==> src/rtl/pool2d_stream.sv <==
// pool2d_stream: streaming 2x2 stride-2 max/avg pooling over CH packed channels.
// Optional ReLU on the pooled result when POOL_RELU_EN is defined.
//
// Ports:
//   clk, reset            clock, synchronous active-high reset
//   mode                  0 = max, 1 = average; latched on pixel (0,0)
//   in_data/valid/ready   raster-scan input stream, channel k at [k*DATA_W +: DATA_W]
//   out_data/valid/ready  pooled output stream, same packing
//   out_last              marks the final pooled pixel of a frame
module pool2d_stream #(
    parameter int DATA_W = 16,
    parameter int CH     = 4,
    parameter int IMG_W  = 28,
    parameter int IMG_H  = 28
) (
    input  logic                   clk,
    input  logic                   reset,
    input  logic                   mode,
    input  logic [CH*DATA_W-1:0]   in_data,
    input  logic                   in_valid,
    output logic                   in_ready,
    output logic [CH*DATA_W-1:0]   out_data,
    output logic                   out_valid,
    input  logic                   out_ready,
    output logic                   out_last
);

    localparam int CW = (IMG_W > 1) ? $clog2(IMG_W) : 1;
    localparam int RW = (IMG_H > 1) ? $clog2(IMG_H) : 1;
    localparam int PW = IMG_W / 2;
    localparam int AW = (PW > 1) ? $clog2(PW) : 1;
    localparam int SW = DATA_W + 1;

    localparam logic [CW-1:0] COL_MAX  = CW'(IMG_W - 1);
    localparam logic [RW-1:0] ROW_MAX  = RW'(IMG_H - 1);
    localparam logic [CW-1:0] COL_LAST = CW'(2 * (IMG_W / 2) - 1);
    localparam logic [RW-1:0] ROW_LAST = RW'(2 * (IMG_H / 2) - 1);

    logic [CW-1:0]        col;
    logic [RW-1:0]        row;
    logic                 frame_mode;
    logic [CH*DATA_W-1:0] pair_q;
    logic [CH*SW-1:0]     rbuf [PW];

    logic                 in_beat;
    logic                 out_beat;
    logic                 load;
    logic                 row_wr;
    logic [AW-1:0]        rb_idx;
    logic [CH*SW-1:0]     rb_rd;
    logic [CH*SW-1:0]     pair_res;
    logic [CH*DATA_W-1:0] pool_res;

    assign in_ready = !out_valid || out_ready;
    assign in_beat  = in_valid && in_ready;
    assign out_beat = out_valid && out_ready;

    // Odd columns and odd rows are always inside the usable area;
    // only the even trailing row of an odd-height frame must be skipped.
    assign load   = in_beat && col[0] && row[0];
    assign row_wr = !row[0] && (row < ROW_LAST);
    assign rb_idx = AW'(col >> 1);
    assign rb_rd  = rbuf[rb_idx];

    for (genvar k = 0; k < CH; k++) begin : g_ch
        logic signed [DATA_W-1:0] a;
        logic signed [DATA_W-1:0] b;
        logic signed [SW-1:0]     psum;
        logic signed [SW-1:0]     pmax;
        logic signed [SW-1:0]     p;
        logic signed [SW-1:0]     e;
        logic signed [SW-1:0]     cmax;
        logic signed [SW:0]       csum;
        logic signed [SW:0]       cavg;
        logic [DATA_W-1:0]        comb;
        logic [2:0]               unused_hi;

        assign a    = pair_q[k*DATA_W +: DATA_W];
        assign b    = in_data[k*DATA_W +: DATA_W];
        assign psum = {a[DATA_W-1], a} + {b[DATA_W-1], b};
        assign pmax = (a > b) ? {a[DATA_W-1], a} : {b[DATA_W-1], b};
        assign p    = frame_mode ? psum : pmax;

        assign pair_res[k*SW +: SW] = p;

        assign e    = rb_rd[k*SW +: SW];
        assign cmax = (p > e) ? p : e;
        assign csum = {p[SW-1], p} + {e[SW-1], e};
        // Arithmetic shift gives floor division for negative sums.
        assign cavg = csum >>> 2;
        assign comb = frame_mode ? cavg[DATA_W-1:0] : cmax[DATA_W-1:0];

        assign unused_hi = {cmax[SW-1], cavg[SW:DATA_W]};

`ifdef POOL_RELU_EN
        assign pool_res[k*DATA_W +: DATA_W] = comb[DATA_W-1] ? '0 : comb;
`else
        assign pool_res[k*DATA_W +: DATA_W] = comb;
`endif
    end

    always_ff @(posedge clk) begin
        if (reset) begin
            col        <= '0;
            row        <= '0;
            frame_mode <= 1'b0;
            out_valid  <= 1'b0;
            out_last   <= 1'b0;
            out_data   <= '0;
        end else begin
            if (out_beat) begin
                out_valid <= 1'b0;
                out_last  <= 1'b0;
            end
            if (in_beat) begin
                if (col == '0 && row == '0) begin
                    frame_mode <= mode;
                end
                if (col == COL_MAX) begin
                    col <= '0;
                    row <= (row == ROW_MAX) ? '0 : row + 1'b1;
                end else begin
                    col <= col + 1'b1;
                end
            end
            if (load) begin
                out_data  <= pool_res;
                out_valid <= 1'b1;
                out_last  <= (col == COL_LAST) && (row == ROW_LAST);
            end
        end
    end

    // Datapath storage: always written before it is read, so no reset.
    always_ff @(posedge clk) begin
        if (in_beat && !col[0]) begin
            pair_q <= in_data;
        end
        if (in_beat && col[0] && row_wr) begin
            rbuf[rb_idx] <= pair_res;
        end
    end

endmodule
==> config.mk <==
export PLATFORM = sky130hd
export DESIGN_NAME = pool2d_stream
export DESIGN_NICKNAME = d
export VERILOG_FILES = /design/src/rtl/pool2d_stream.sv
export SDC_FILE = /design/constraint.sdc
export NUM_CORES = 2
export LEC_CHECK = 0
export CORE_MARGIN = 4
export CORE_UTILIZATION = 42
export DETAILED_ROUTE_END_ITERATION = 8
export PLACE_DENSITY_LB_ADDON = 0.05
export SLEW_MARGIN = 20
export SYNTH_ARGS = -nofsm -noshare
export SYNTH_HDL_FRONTEND = slang
export SYNTH_SLANG_ARGS = --single-unit
==> constraint.sdc <==
create_clock -name clk -period 10.6 [get_ports clk]
set_clock_uncertainty 0.05 [all_clocks]
set_input_delay 1.59 -clock clk [delete_from_list [all_inputs] [get_ports clk]]
set_output_delay 1.59 -clock clk [all_outputs]
set_load 0.01 [all_outputs]
After elaboration in Yosys (flattened, before gate mapping)
Memories as Yosys holds them, arrays and structs flattened. A register that Yosys moved wholly into a read port is not among the register bits. Cells that the tools add are included.

Equal/unequal tests: 2. $lt $le $gt $ge: 9. Mux-type cells: 25. Reduce and logical (&&, ||, !) cells: 18. Add/sub/neg operators: 10.

Operators by type and width (number): $mux 17 (8); $mux 16 (8); $add 17x17->18 (4); $add 16x16->17 (4); $gt 17x17->1 (4); $gt 16x16->1 (4); $add 5x1->5 const B (2); $eq 5x5->1 const B (2); $logic_not 5->1 (2); $mux 5 (2); $logic_and 1x1->1 (9); $mux 4 (2); $lt 5x5->1 const B (1); $mux 1 (5); $reduce_and 2->1 (2); $logic_not 1->1 (3); $reduce_bool 2->1 (1); $logic_or 1x1->1 (1).

Memory bits (writable): 952. Output and inout port bits: 67. Register bits: 141. Memories kept: 1. Logic and storage cells: 72. Input bits: 69.

Memory list: rbuf (words 14, width 68, rd ports 1, clocked after Yosys merged registers in 1, write ports 1, RTL line 43) `logic [CH*SW-1:0] rbuf [PW];`.

Depth between registers and ports, before layout
Depth in word-level cells: 7. Mapped depth: 25. Mapped depth without buffers: 22.

Worst setup path after synthesis
Ideal clock, no wire load.

Path type: input -> register. Start point: input out_ready. End point: memory rbuf[1][0] (netlist bit), enable pin. Library setup time: 578 ps. Arrival time: 7100 ps. Buffers on the path: 1. Required time: 9972 ps. Slack: 2872 ps. Stages: 7. Cells stage by stage: nand2b_1 and2_1 clkbuf_1 nand3_1 nor2_1 nand2_1 nor3_1.

Cells in the longest elaborated chain, start to end: 6.

Ends and longest elaborated chain: start, declared (RTL line 24) `input logic out_ready,`; $logic_or 1x1->1 (RTL line 54) `assign in_ready = !out_valid || out_ready;`; $logic_and 1x1->1 (RTL line 55) `assign in_beat = in_valid && in_ready;`; $logic_and 1x1->1 (2 in a row) (RTL line 139) `if (in_beat && col[0] && row_wr) begin`; $mux 1 (RTL line 139); $mux 1 (implied by the code) (RTL line 140) `rbuf[rb_idx] <= pair_res;`; end, declared (RTL line 43).

Every way passes these cells.

Worst setup path in the final report
Start point: input in_data[15]. End point: register out_data[12].

Cells in the longest elaborated chain, start to end: 6. Elaborated cells on any way between the ends: 8. Those cells by class: add/sub: 2; order compare: 2; mux: 4.

Ends and longest elaborated chain: start, declared (RTL line 19) `input logic [CH*DATA_W-1:0] in_data,`; $gt 16x16->1 (RTL line 81) `assign pmax = (a > b) ? {a[DATA_W-1], a} : {b[DATA_W-1], b};`; $mux 17 (RTL line 81); $mux 17 (*) (RTL line 82) `assign p = frame_mode ? psum : pmax;`; named net g_ch[0].p[15] (RTL line 70) `logic signed [SW-1:0] p;`; $gt 17x17->1 (*) (RTL line 87) `assign cmax = (p > e) ? p : e;`; $mux 16 (*) (RTL line 87); $mux 16 (*) (RTL line 91) `assign comb = frame_mode ? cavg[DATA_W-1:0] : cmax[DATA_W-1:0];`; end signal, assigned (RTL line 127) `out_data <= pool_res;`; end, declared (RTL line 22) `output logic [CH*DATA_W-1:0] out_data,`.

Mark *: on every way through the listed nets, which the timed path passes. The rest lies on a longest branch. A chain may end at the register's enable or synchronous reset.

==> metrics <==
status=finished, final reports clean; Final Cycle Share=0.707; # fillers=10600; Tot GR Track Use=0.226; CTS tree=done; most frequent cells in the layout=edfxtp_1, nor2_1, a21oi_1, ha_1, inv_1; DR vias/cell=approximately 5.7; gpl congestion=0.883; Crit path buffers/inverters=3; Leak=approximately 20 nW; worst-margin pin slew=roughly 1.1 ns; DRT antenna net count=0; initial antenna violation count=7; MaxCap Viol Count=0; EDFF count, synth=approximately 1000; WL/cell=27.1 um; CP Class=in2reg; clock slew at reported path FFs=0.06 ns; Slew Limit Fails=0; Critical Path End Type=register; Die Height=359 um; CP max stage cell=a211oi_2; sequential area share after synthesis=0.620; relative slew slack=0.246; num rows=128; post-DP HPWL=94700 um; DIE WIDTH=359 um; worst min path class=reg2reg; Sink Count=1097; DRT Pass-1 Iters=5; synth warn=0; IR drop worst, VDD=0.139 mV; delay-heaviest family, CP=compound AO/OA/AOI/OAI gates; Peak Freq=0.133 GHz; flops & latches, synth=~1100; Routed Wire Length=between 100000 and 150000 um; CORE AREA=around 0.12 mm^2; Final Setup Violations=0; PortBufs=135; syn_area_per_cell=about 15 um^2; Final Hold Fails=0; Power Density=178 mW/mm^2; # hold bufs at CTS=0; I/O Pins=136; syn nets=approximately 3900; Detailed Route Iter0 Violations=2293; clock buffer depth=3; CTS root buf=clkbuf_16; CP peak stage delay=0.87 ns; via count=30900; TritonCTS Buffers=around 120; asr flop ratio synth=0; vias in the first global route=around 32000; Die ar.=~0.13 mm^2; crit path cell chain=clkdlybuf4s50_1 > inv_1 > ha_1 > nand4_1 > nor3_1 > o31a_1 > o211a_1 > a31o_1 > mux2_1 > o21ai_0 > a211oi_2 > ha_1 > nand3_1 > nor4_1 > and4_1 > mux2i_1 > o21ai_2 > buf_4 > mux2i_1 > o21ai_1 > a221o_1; largest net degree at the start of global routing=around 120; Overflow after GRT=0; fin nets=between 4000 and 5000; Netlist cell types=82; total negative setup slack=0 ns; CP Launch Type=primary input; area of the mapped netlist=0.0518 mm^2; clk_lat worst skew=0.72 ns; Worst Path Max Fanout=18; drc violations=0; most common cell after layout, fill and taps aside=edfxtp_1; Starting Density=0.424; Crit path required time=approximately 11 ns; Worst EP arrival=8.04 ns; minimum clock period=7.50 ns; post-cts sizing count=0; layout cells sized above 1=0.150; total power after layout=0.0106 W; Mapped Cells=about 3600; first-pass GRT wire length=217000 um; main flop type after synthesis=edfxtp_1; RSZ-0062 raised after global routing=false; Setup Buffers After CTS=0; Syn-to-layout area delta=14.4%; htree depth=3
## kinds of logic after synthesis
family,Yosys count,synth area share
AO/OA/AOI/OAI,635,0.0752
XOR/XNOR,107,0.0181
adder cells (fa/ha/maj),272,0.0662
buffers and inverters,375,0.0286
flip-flops,1097,0.620
multiplexers,454,0.139
AND/OR/NAND/NOR,615,0.0529
## synthesized netlist by cell type, drive strengths merged, types with 29 or more instances
library cell / instances / area [um^2]
edfxtp: 1016 / 30500
a21oi: 298 / 1500
nor2: 295 / 1110
ha: 268 / 3350
inv: 216 / 811
mux4: 209 / 4710
mux2i: 199 / 1990
nand2: 119 / 447
o21ai: 98 / 490
clkbuf: 91 / 344
xnor2: 84 / 736
dfxtp: 81 / 1620
buf: 67 / 327
nor3: 47 / 235
mux2: 46 / 522
nand3: 38 / 190
o211ai: 29 / 223
o21bai: 29 / 218
## flip-flops by register name, indices dropped and copies added (netlist names), named ones only
name        count
row             5
frame_mode      1
out_last        1
out_data       64
out_valid       1
rbuf          952
pair_q         64
col             5
## worst register-to-register path, stage by stage, from the launching register on
cell and delay (ns):
edfxtp_1 0.43, ha_1 0.49, nand4_1 0.19, nor3_1 0.32
o31a_1 0.23, o211a_1 0.16, a31o_1 0.73, mux2_1 0.35
o21ai_0 0.12, a211oi_2 0.87, ha_1 0.37, nand3_1 0.19
nor4_1 0.31, and4_1 0.27, mux2i_1 0.11, o21ai_2 0.17
buf_4 0.34, mux2i_1 0.23, o21ai_1 0.07, a221o_1 0.36
## report_power, final
part / switching, W / internal [W] / leakage, nW
registers: 0.0000248 / 0.00492 / 9.83
clock network: 0.00172 / 0.00233 / 1.85
logic: 0.00101 / 0.000581 / 8.61
## final timing paths
check | slack (ns) | endpoint | depth (start not counted) | start
min reg2reg | 0.42 | out_data[21] | 2 | out_data[21]
max reg2reg | 4.11 | out_data[12] | 19 | pair_q[15]
max | 3.10 | out_data[12] | 21 | in_data[15]
min | 0.42 | out_data[21] | 2 | out_data[21]
## metrics by stage
| step | util | hold WS (ns) | setup WS (ns) | cells | cell area [um^2] |
|---|---|---|---|---|---|
| after floorplan | - | 0.417 | 2.87 | 3555 | 51800 |
| after global placement | 0.454 | 0.407 | 2.31 | 5243 | 55500 |
| after detailed placement | 0.454 | 0.407 | 2.20 | 5243 | 55500 |
| after CTS | 0.485 | 0.419 | 2.94 | 5460 | 59200 |
| after global routing | 0.485 | 0.447 | 2.54 | 5462 | 59300 |
| final | 0.485 | 0.420 | 3.10 | 5463 | 59300 |
## layout make-up
class	count	area (um^2)	area share
inverters	217	815	0.0137
clock buffers	132	2960	0.0499
clock inverters	85	817	0.0138
flip-flops and latches	1097	32100	0.542
well taps	1625	2030	0.0343
repair buffers	221	2050	0.0346
multi-input cells	2083	18500	0.312
diodes	3	7.51	0.000127
## per-layer routing
layer,vias up,part of all wire,track usage
li1,14000,-,-
met1,16000,0.42,0.295
met2,742,0.51,0.402
met3,199,0.043,0.0291
met4,0,0.025,0.0526
met5,-,0,0
Power figures use the tool's default switching activity.
